`config.mk`:
```
export PLATFORM = sky130hd
export DESIGN_NAME = rr_bank_arbiter_flat
export DESIGN_NICKNAME = d
export VERILOG_FILES = /design/src/rtl/rr_bank_arbiter_if.sv /design/src/rtl/rr_bank_arbiter.sv /design/src/flat_wrapper.sv
export SDC_FILE = /design/constraint.sdc
export NUM_CORES = 1
export LEC_CHECK = 0
export CORE_UTILIZATION = 25
export CTS_BUF_LIST = sky130_fd_sc_hd__clkbuf_2 sky130_fd_sc_hd__clkbuf_4 sky130_fd_sc_hd__clkbuf_8
export DETAILED_ROUTE_END_ITERATION = 12
export PLACE_DENSITY = 0.5
export SLEW_MARGIN = 40
export SYNTH_ARGS = -nofsm -noshare
export SYNTH_HDL_FRONTEND = slang
export SYNTH_SLANG_ARGS = --single-unit
export TNS_END_PERCENT = 5
```
`constraint.sdc`:
```
create_clock -name clk -period 5.07 [get_ports clk]
set_clock_uncertainty 0.15 [all_clocks]
set_input_delay 1.014 -clock clk [delete_from_list [all_inputs] [get_ports clk]]
set_output_delay 1.014 -clock clk [all_outputs]
set_load 0.02 [all_outputs]
```
`src/rtl/rr_bank_arbiter_if.sv`:
```
// Consumer request/response and PLM bank port bundle for rr_bank_arbiter.
// master = consumer/PLM side, slave = arbiter side.
interface rr_bank_arbiter_if #(
   parameter int unsigned ADDR_WIDTH  = 4,
   parameter int unsigned VALUE_WIDTH = 8,
   parameter int unsigned NCONSUMERS  = 4,
   parameter int unsigned NBANKS      = 2
);
   localparam int unsigned OFFSET_WIDTH = ADDR_WIDTH - $clog2(NBANKS);

   logic [NCONSUMERS-1:0]                  req_valid;
   logic [NCONSUMERS-1:0][ADDR_WIDTH-1:0]  req_addr;
   logic [NCONSUMERS-1:0]                  req_wr;
   logic [NCONSUMERS-1:0][VALUE_WIDTH-1:0] req_wdata;
   logic [NCONSUMERS-1:0]                  req_ready;

   logic [NBANKS-1:0]                      plm_en;
   logic [NBANKS-1:0]                      plm_we;
   logic [NBANKS-1:0][OFFSET_WIDTH-1:0]    plm_addr;
   logic [NBANKS-1:0][VALUE_WIDTH-1:0]     plm_wdata;
   logic [NBANKS-1:0][VALUE_WIDTH-1:0]     plm_rdata;

   logic [NCONSUMERS-1:0]                  resp_valid;
   logic [NCONSUMERS-1:0][VALUE_WIDTH-1:0] resp_rdata;

   modport master (
      output req_valid, req_addr, req_wr, req_wdata, plm_rdata,
      input  req_ready, plm_en, plm_we, plm_addr, plm_wdata, resp_valid, resp_rdata
   );

   modport slave (
      input  req_valid, req_addr, req_wr, req_wdata, plm_rdata,
      output req_ready, plm_en, plm_we, plm_addr, plm_wdata, resp_valid, resp_rdata
   );
endinterface

```
`src/rtl/rr_bank_arbiter.sv`:
```
// Per-bank round-robin arbitration of consumer requests onto single-port PLM banks,
// with a fixed-latency tag pipeline routing read data back to the requester.
module rr_bank_arbiter #(
   parameter int unsigned ADDR_WIDTH   = 4,
   parameter int unsigned VALUE_WIDTH  = 8,
   parameter int unsigned NCONSUMERS   = 4,
   parameter int unsigned NBANKS       = 2,
   parameter int unsigned READ_LATENCY = 1
) (
   input logic              clk,
   input logic              reset_n,
   rr_bank_arbiter_if.slave bus
);
   localparam int unsigned NUM_BANK_BITS = $clog2(NBANKS);
   localparam int unsigned OFFSET_WIDTH  = ADDR_WIDTH - NUM_BANK_BITS;
   localparam int unsigned CID_WIDTH     = $clog2(NCONSUMERS);

   typedef logic [CID_WIDTH-1:0]     cid_t;
   typedef logic [NUM_BANK_BITS-1:0] bank_t;

   cid_t              ptr     [NBANKS];
   logic [NBANKS-1:0] gnt_vld;
   cid_t              gnt_id  [NBANKS];
   logic [NBANKS-1:0] rd_issue;

   logic [NBANKS-1:0][READ_LATENCY-1:0] tag_vld;
   cid_t                                tag_cid [NBANKS][READ_LATENCY];

   // Explicit wrap so non-power-of-2 consumer counts cycle correctly.
   function automatic cid_t cid_inc(input cid_t c);
      if (32'(c) == NCONSUMERS - 1) return '0;
      return c + cid_t'(1);
   endfunction

   function automatic bank_t bank_of(input logic [ADDR_WIDTH-1:0] a);
      return a[ADDR_WIDTH-1 -: NUM_BANK_BITS];
   endfunction

   // Cyclic scan from each bank's pivot; grants are held off while in reset.
   always_comb begin
      cid_t cand;
      logic found;
      cand  = '0;
      found = 1'b0;
      for (int unsigned b = 0; b < NBANKS; b++) begin
         gnt_vld[b] = 1'b0;
         gnt_id[b]  = '0;
         found      = 1'b0;
         cand       = ptr[b];
         for (int unsigned i = 0; i < NCONSUMERS; i++) begin
            if (!found && reset_n && bus.req_valid[cand] &&
                bank_of(bus.req_addr[cand]) == bank_t'(b)) begin
               found      = 1'b1;
               gnt_vld[b] = 1'b1;
               gnt_id[b]  = cand;
            end
            cand = cid_inc(cand);
         end
      end
   end

   always_comb begin
      bus.req_ready = '0;
      bus.plm_en    = '0;
      bus.plm_we    = '0;
      bus.plm_addr  = '0;
      bus.plm_wdata = '0;
      rd_issue      = '0;
      for (int unsigned b = 0; b < NBANKS; b++) begin
         if (gnt_vld[b]) begin
            bus.req_ready[gnt_id[b]] = 1'b1;
            bus.plm_en[b]            = 1'b1;
            bus.plm_we[b]            = bus.req_wr[gnt_id[b]];
            bus.plm_addr[b]          = bus.req_addr[gnt_id[b]][OFFSET_WIDTH-1:0];
            bus.plm_wdata[b]         = bus.req_wdata[gnt_id[b]];
            rd_issue[b]              = ~bus.req_wr[gnt_id[b]];
         end
      end
   end

   // Pivots start staggered per bank so banks do not favour the same consumer.
   always_ff @(posedge clk or negedge reset_n) begin
      if (!reset_n) begin
         for (int unsigned b = 0; b < NBANKS; b++) begin
            ptr[b] <= cid_t'(b % NCONSUMERS);
         end
      end else begin
         for (int unsigned b = 0; b < NBANKS; b++) begin
            if (gnt_vld[b]) begin
               ptr[b] <= cid_inc(gnt_id[b]);
            end
         end
      end
   end

   always_ff @(posedge clk or negedge reset_n) begin
      if (!reset_n) begin
         tag_vld <= '0;
         for (int unsigned b = 0; b < NBANKS; b++) begin
            for (int unsigned s = 0; s < READ_LATENCY; s++) begin
               tag_cid[b][s] <= '0;
            end
         end
      end else begin
         for (int unsigned b = 0; b < NBANKS; b++) begin
            tag_vld[b][0] <= rd_issue[b];
            tag_cid[b][0] <= gnt_id[b];
            for (int unsigned s = 1; s < READ_LATENCY; s++) begin
               tag_vld[b][s] <= tag_vld[b][s-1];
               tag_cid[b][s] <= tag_cid[b][s-1];
            end
         end
      end
   end

   // Equal latency on every bank and one grant per consumer means no two
   // banks can target the same consumer in one cycle.
   always_ff @(posedge clk or negedge reset_n) begin
      if (!reset_n) begin
         bus.resp_valid <= '0;
         bus.resp_rdata <= '0;
      end else begin
         bus.resp_valid <= '0;
         for (int unsigned b = 0; b < NBANKS; b++) begin
            if (tag_vld[b][READ_LATENCY-1]) begin
               bus.resp_valid[tag_cid[b][READ_LATENCY-1]] <= 1'b1;
               bus.resp_rdata[tag_cid[b][READ_LATENCY-1]] <= bus.plm_rdata[b];
            end
         end
      end
   end
endmodule

```
`src/flat_wrapper.sv`:
```
// flat-port wrapper written by rule: the top's interface ports become plain ports
module rr_bank_arbiter_flat 
#(
   parameter int unsigned ADDR_WIDTH   = 4,
   parameter int unsigned VALUE_WIDTH  = 8,
   parameter int unsigned NCONSUMERS   = 4,
   parameter int unsigned NBANKS       = 2,
   parameter int unsigned READ_LATENCY = 1
)
  (clk, reset_n, bus_req_valid, bus_req_addr, bus_req_wr, bus_req_wdata, bus_plm_rdata, bus_req_ready, bus_plm_en, bus_plm_we, bus_plm_addr, bus_plm_wdata, bus_resp_valid, bus_resp_rdata);
  rr_bank_arbiter_if #(.ADDR_WIDTH(ADDR_WIDTH), .VALUE_WIDTH(VALUE_WIDTH), .NCONSUMERS(NCONSUMERS), .NBANKS(NBANKS)) bus_i ();
  input logic clk;
  input logic reset_n;
  input wire logic [$bits(bus_i.req_valid)-1:0] bus_req_valid;
  input wire logic [$bits(bus_i.req_addr)-1:0] bus_req_addr;
  input wire logic [$bits(bus_i.req_wr)-1:0] bus_req_wr;
  input wire logic [$bits(bus_i.req_wdata)-1:0] bus_req_wdata;
  input wire logic [$bits(bus_i.plm_rdata)-1:0] bus_plm_rdata;
  output wire logic [$bits(bus_i.req_ready)-1:0] bus_req_ready;
  output wire logic [$bits(bus_i.plm_en)-1:0] bus_plm_en;
  output wire logic [$bits(bus_i.plm_we)-1:0] bus_plm_we;
  output wire logic [$bits(bus_i.plm_addr)-1:0] bus_plm_addr;
  output wire logic [$bits(bus_i.plm_wdata)-1:0] bus_plm_wdata;
  output wire logic [$bits(bus_i.resp_valid)-1:0] bus_resp_valid;
  output wire logic [$bits(bus_i.resp_rdata)-1:0] bus_resp_rdata;
  assign bus_i.req_valid = bus_req_valid;
  assign bus_i.req_addr = bus_req_addr;
  assign bus_i.req_wr = bus_req_wr;
  assign bus_i.req_wdata = bus_req_wdata;
  assign bus_i.plm_rdata = bus_plm_rdata;
  assign bus_req_ready = bus_i.req_ready;
  assign bus_plm_en = bus_i.plm_en;
  assign bus_plm_we = bus_i.plm_we;
  assign bus_plm_addr = bus_i.plm_addr;
  assign bus_plm_wdata = bus_i.plm_wdata;
  assign bus_resp_valid = bus_i.resp_valid;
  assign bus_resp_rdata = bus_i.resp_rdata;
  rr_bank_arbiter #(.ADDR_WIDTH(ADDR_WIDTH), .VALUE_WIDTH(VALUE_WIDTH), .NCONSUMERS(NCONSUMERS), .NBANKS(NBANKS), .READ_LATENCY(READ_LATENCY)) u_core (.clk(clk), .reset_n(reset_n), .bus(bus_i));
endmodule
```
Yosys cells after proc, flatten, opt, wreduce, memory -nomap -nowiden
Cells that the tools add are included.
{"block": "classes", "reduce_logical": 32, "muxes": 116, "n_eq_ne": 8, "addsub": 8, "n_bitwise": 8, "order_cmp": 16}
{"op": "binary-select mux 4 bit (select 2 bit)", "n": 10}
{"op": "bitwise mux 32 bit", "n": 2}
{"op": "two-way mux 32 bit", "n": 2}
{"op": "two-way mux 2 bit", "n": 24}
{"op": "two-way mux 4 bit", "n": 12}
{"op": "two-way mux 8 bit", "n": 6}
{"op": "two-way mux 1 bit", "n": 38}
{"op": "less-than comparator 2 x 3 -> 1 bit (second input constant)", "n": 12}
{"op": "binary-select mux 8 bit (select 2 bit)", "n": 2}
{"op": "demux 8 bit (select 2 bit)", "n": 2}
{"op": "logical AND 1 bit", "n": 26}
{"op": "binary-select mux 1 bit (select 2 bit)", "n": 10}
{"op": "adder 2 x 1 -> 2 bit (second input constant)", "n": 8}
{"op": "== test 2 bit (second input constant)", "n": 8}
{"op": "two-way mux 3 bit", "n": 4}
{"op": "demux 1 bit (select 2 bit)", "n": 4}
{"op": "greater-or-equal comparator 2 x 1 -> 1 bit (second input constant)", "n": 4}
{"op": "bitwise OR 4 bit", "n": 2}
{"op": "zero test 1 bit", "n": 6}
{"op": "NOT 1 bit", "n": 6}
{"block": "totals", "out_inout_bits": 66, "word_cells": 199, "regBits": 46}

Longest topological paths before layout
{"block": "depth", "depth_word": 27, "mapped_depth": 13, "depth_no_buf": 11}

Worst setup path before layout
No wires, ideal clock.
{"block": "synth_path", "kind": "input port to output port", "from": "input bus_req_addr[7]", "to": "output bus_plm_wdata[2]", "n_path_buf": 2, "cell_stages": 9, "t_required_ns": 3.906, "arrival_time_ns": 3.280, "slack_ns": 0.626, "cell_sequence": "nand2b_1 -> mux4_2 -> o21ai_1 -> a211oi_1 -> or4_1 -> buf_6 -> buf_2 -> mux2i_1 -> o22ai_1"}
{"block": "synth_between", "elab_chain_len": 23, "word_cells_on_any_way": 36}
{"item": "from (decl)", "line_no": "flat_wrapper.sv:15", "text": "input wire logic [$bits(bus_i.req_addr)-1:0] bus_req_addr;"}
{"item": "binary-select mux 4 bit (select 2 bit)", "line_no": "rr_bank_arbiter.sv:52", "text": "bank_of(bus.req_addr[cand]) == bank_t'(b)) begin"}
{"item": "two-way mux 4 bit (not written as such)", "line_no": "rr_bank_arbiter.sv:52"}
{"item": "NOT 1 bit", "line_no": "rr_bank_arbiter.sv:52"}
{"item": "logical AND 1 bit", "line_no": "rr_bank_arbiter.sv:51", "text": "if (!found && reset_n && bus.req_valid[cand] &&"}
{"item": "two-way mux 1 bit", "line_no": "rr_bank_arbiter.sv:51"}
{"item": "zero test 1 bit", "line_no": "rr_bank_arbiter.sv:51"}
{"item": "logical AND 1 bit (3 in a row)", "line_no": "rr_bank_arbiter.sv:51"}
{"item": "two-way mux 1 bit", "line_no": "rr_bank_arbiter.sv:51"}
{"item": "zero test 1 bit", "line_no": "rr_bank_arbiter.sv:51"}
{"item": "logical AND 1 bit (3 in a row)", "line_no": "rr_bank_arbiter.sv:51"}
{"item": "two-way mux 1 bit", "line_no": "rr_bank_arbiter.sv:51"}
{"item": "zero test 1 bit", "line_no": "rr_bank_arbiter.sv:51"}
{"item": "logical AND 1 bit (3 in a row)", "line_no": "rr_bank_arbiter.sv:51"}
{"item": "two-way mux 2 bit", "line_no": "rr_bank_arbiter.sv:51"}
{"item": "binary-select mux 8 bit (select 2 bit)", "line_no": "rr_bank_arbiter.sv:75", "text": "bus.plm_wdata[b] = bus.req_wdata[gnt_id[b]];"}
{"item": "two-way mux 8 bit (not written as such)", "line_no": "rr_bank_arbiter.sv:75"}
{"item": "two-way mux 8 bit *", "line_no": "rr_bank_arbiter.sv:70", "text": "if (gnt_vld[b]) begin"}
{"item": "to (decl)", "line_no": "flat_wrapper.sv:23", "text": "output wire logic [$bits(bus_i.plm_wdata)-1:0] bus_plm_wdata;"}
Mark *: on every way between the ends. The rest lies on a longest branch, timed or not. The select of a mux whose other input is x is not followed.

Worst setup path in the final report
{"block": "layout_path", "from": "input bus_req_addr[15]", "to": "output bus_plm_we[0]"}
{"block": "layout_between", "elab_chain_len": 23, "word_cells_on_any_way": 36}
{"item": "binary-select mux 4 bit (select 2 bit)", "line_no": "rr_bank_arbiter.sv:52"}
{"item": "two-way mux 4 bit (not written as such)", "line_no": "rr_bank_arbiter.sv:52"}
{"item": "NOT 1 bit", "line_no": "rr_bank_arbiter.sv:52"}
{"item": "logical AND 1 bit", "line_no": "rr_bank_arbiter.sv:51"}
{"item": "two-way mux 1 bit", "line_no": "rr_bank_arbiter.sv:51"}
{"item": "zero test 1 bit", "line_no": "rr_bank_arbiter.sv:51"}
{"item": "logical AND 1 bit (3 in a row)", "line_no": "rr_bank_arbiter.sv:51"}
{"item": "two-way mux 1 bit", "line_no": "rr_bank_arbiter.sv:51"}
{"item": "zero test 1 bit", "line_no": "rr_bank_arbiter.sv:51"}
{"item": "logical AND 1 bit (3 in a row)", "line_no": "rr_bank_arbiter.sv:51"}
{"item": "two-way mux 1 bit", "line_no": "rr_bank_arbiter.sv:51"}
{"item": "zero test 1 bit", "line_no": "rr_bank_arbiter.sv:51"}
{"item": "logical AND 1 bit (3 in a row)", "line_no": "rr_bank_arbiter.sv:51"}
{"item": "two-way mux 2 bit", "line_no": "rr_bank_arbiter.sv:51"}
{"item": "binary-select mux 1 bit (select 2 bit)", "line_no": "rr_bank_arbiter.sv:73", "text": "bus.plm_we[b] = bus.req_wr[gnt_id[b]];"}
{"item": "two-way mux 1 bit (not written as such)", "line_no": "rr_bank_arbiter.sv:73"}
{"item": "two-way mux 1 bit *", "line_no": "rr_bank_arbiter.sv:70"}
{"item": "to (decl)", "line_no": "flat_wrapper.sv:21", "text": "output wire logic [$bits(bus_i.plm_we)-1:0] bus_plm_we;"}
Marked as above.

==> summary.txt <==
Clocking
  • Maximum root-to-sink buffer count: 2
  • # H-tree levels: 2
  • CTS buffer count: 5
  • Later-pin clock latency in the skew report: slightly below 0.3 ns
  • Postcts setup bufs: 0
  • # clock sinks: 46
  • Root Driver: clkbuf_8
  • CTS tree: done
  • Clk slew on worst S/H paths: 0.08 ns
  • Hold Buf Count CTS: 0

Die
  • Die area: about 0.014 mm²
  • Die Y: between 100 and 150 µm
  • Starting Density: about a quarter
  • Row count: 42
  • Width of the die: roughly 120 µm
  • Core ar.: approximately 0.013 mm²
  • I/O pin total: between 100 and 150

Setup path
  • WP data required: 3.91 ns
  • Arr. time, crit path: around 3.9 ns
  • Reg2reg setup slack: approximately 2 ns
  • CP endpoint kind: primary output
  • Crit Path Category: in -> out
  • FF-to-FF End: u_core.tag_vld[0]
  • Worst reg2reg path startpoint: u_core.ptr[3]
  • Crit path max fanout: 4
  • R2R depth: 7
  • CP startpoint kind: input pin

Pwr
  • VDD IR-drop max: 0.2410 mV
  • Switching part of the total: 46.48%
  • Net switching power: 0.001503 W
  • Leak Pwr: around 2.6 nW
  • PwrDens: approximately 600 mW/mm²
  • Internal power: around 0.0017 W
  • Combinational share of power: a little over 70%
  • Clock share of power: under 10%
  • Sequential share of power: 20.6%

Finish
  • Finished Cell Area: between 0.005 and 0.006 mm²
  • Final core utilization: between 40% and 50%
  • Commonest non-fill, non-tap cell in the layout: clkdlybuf4s50_1
  • # nets final: about 640
  • Most frequent cells in the layout: clkdlybuf4s50_1, mux2i_1, nand2_1
  • Share of layout cells above drive strength 1: between 15 and 20%
  • Synth-to-layout area growth: 55.86%
  • ANT cells: 0

Min path
  • Worst Hold Class: reg -> reg
  • Hold Path Cell Cnt: 2
  • HP Start: u_core.bus.resp_rdata[31]
  • Hold Path End: u_core.bus.resp_rdata[31]

Yosys
  • Async set or reset register ratio after synthesis: 100.0%
  • Synthesized area: approximately 0.0035 mm²
  • Synth Register Bits: 46
  • Mux contribution to synthesized area: 27.21%
  • Synth Flop Type: dfrtp_1
  • Adder-cell share of the synthesized area: around 2.2%
  • Synth warn: 0
  • Avg Cell Area, Syn: approximately 9 µm²
  • Largest family of logic cells by synthesized area: multiplexers
  • Netlist cell types: 47
  • Post-synth EDFFs: 0
  • Synth Area in Compound Gates: between 10% and 20%
  • Post-synthesis xor/xnor area fraction: 0.5052%
  • Syn_nets: 468
  • Cells after synthesis: between 300 and 400
  • Seq/Total Area, Yosys: about a third
  • Simple-gate share of the synthesized area: between 10% and 20%

GRT
  • Largest net degree at the start of global routing: 48
  • GRT Residual Overflow: 0
  • First-pass GRT wire length: about 19 mm
  • Gr usage total: between 10% and 20%
  • Initial antenna violation count: 0
  • Vias in the first global route: about 3,800

Placed design
  • Area after DPL: 0.005355 mm²
  • PortBufs: 139
  • Placer Congestion: 0.8659
  • Dpl hpwl: 9.095 mm
  • Place WS: -0.3780 ns

Routing
  • Final routed DRC violation total: 0
  • Avg WL per Cell: around 16 µm
  • DRT Pass-1 Iters: 4
  • Total Wirelength: about 12 mm
  • Antenna viol nets, final: 0
  • Routed via count: ~3,600
  • Vias per inst: ~5.0
  • Initial DRC count: about 200

Timing
  • Max_slew headroom: 47.51%
  • Hold Violations, Final: 0
  • Final setup violating endpoints: 0
  • Setup_tns: 0 ns
  • Max Fclk: slightly below 0.2 GHz
  • RSZ-0062 raised after global routing: true
  • Worst-Margin Slew: between 0.7 and 0.8 ns
  • Final Worst Setup Slack: a little under 0.008 ns
  • Fin crit period: 5.062 ns
  • Part of the cycle the worst path needs: 99.85%
  • Hold slack: between 0.4 and 0.5 ns
  • Fin. max-slew vios: 0

Run status
  • Status: finished, final reports clean

Job
  • MaxCap Viol Count: 0
-- Yosys cell counts (all sizes together), types with 2 or more instances --
master | instances | area share, %
a31oi | 2 | 0.36
mux2 | 5 | 1.7
a211oi | 2 | 0.43
mux4 | 5 | 3.2
o211ai | 5 | 1.1
nand2 | 53 | 5.7
o21ai | 48 | 6.9
nand3b | 4 | 0.87
or2 | 2 | 0.36
nor3 | 2 | 0.29
o31ai | 2 | 0.43
a32o | 2 | 0.58
clkbuf | 17 | 1.8
nand2b | 7 | 1.3
nor3b | 3 | 0.65
and2 | 5 | 0.90
nor2b | 5 | 0.90
o21a | 2 | 0.43
nor2 | 22 | 2.4
dfrtp | 45 | 32
a21oi | 8 | 1.2
o22ai | 23 | 4.2
inv | 8 | 0.87
nand3 | 3 | 0.43
a221o | 2 | 0.58
mux2i | 77 | 22
ha | 6 | 2.2
buf | 8 | 1.3
-- routing by layer --
| metal | GRT usage, % | part of all wire (%) |
|---|---|---|
| met5 | 0 | 0 |
| met4 | 3.125 | 0.59 |
| met3 | 4.278 | 8.9 |
| met2 | 27.71 | 46 |
| met1 | 21.25 | 44 |
-- what timing repair did --
item | in CTS | in global routing
resized for setup | 27 | 30
hold endpoints to repair | 0 | 0
setup endpoints to repair | 26 | 20
-- sequential cells by signal, summed over array words and instances (netlist names) --
signal,cells
u_core.tag_vld,2
u_core.bus.resp_valid,4
u_core.ptr,4
u_core.bus.resp_rdata,32
u_core.tag_cid,4
-- power groups by stage --
stage          registers (W)  clock network (W)  logic, W
2_1_floorplan       0.000812                  0   0.00122
3_3_place_gp        0.000665                  0   0.00241
3_5_place_dp        0.000676                  0   0.00241
4_1_cts             0.000668           0.000247   0.00235
5_1_grt             0.000691           0.000260   0.00251
6_report            0.000666           0.000238   0.00233
-- through the flow --
stage	total power, W	cells
6_report	0.003235	733
5_1_grt	0.003464	733
4_1_cts	0.003264	733
3_5_place_dp	0.003090	725
3_3_place_gp	0.003077	725
2_1_floorplan	0.002028	388
-- worst max-delay path by stage --
stage / cells after the start / to / start
global placement: 11 / bus_req_ready[0] / bus_req_addr[15]
global route: 9 / bus_plm_wdata[15] / bus_req_valid[3]
floorplan: 9 / bus_plm_wdata[2] / bus_req_addr[7]
detailed placement: 10 / bus_plm_addr[0] / bus_req_addr[15]
CTS: 13 / bus_req_ready[3] / bus_req_valid[3]
finish: 9 / bus_plm_we[0] / bus_req_addr[15]
-- worst max-delay path: stages --
cell and delay [ns]:
clkdlybuf4s50_1 0.46, nand2b_1 0.19, mux4_2 0.51, o21ai_1 0.14
a211oi_1 0.09, or4_4 0.57, mux2_4 0.33, a32o_1 0.26
dlygate4sd2_1 0.33
-- final cells by class --
class	instances	area (µm²)
Clock inverter	1	5.005
Timing Repair Buffer	186	1692
Clock buffer	7	90.09
Multi-Input combinational cell	309	2215
Tap cell	176	220.2
Fill cell	1388	7996
Inverter	8	30.03
Sequential cell	46	1152
-- cells by family after synthesis --
family | after synthesis
AOI/OAI and AO/OA | 103
DFF | 46
adders and majority gates | 6
muxes | 87
buffers and inverters | 33
and+or+nand+nor | 111
xor gates and xnor gates | 2
Power figures use the tool's default switching activity.
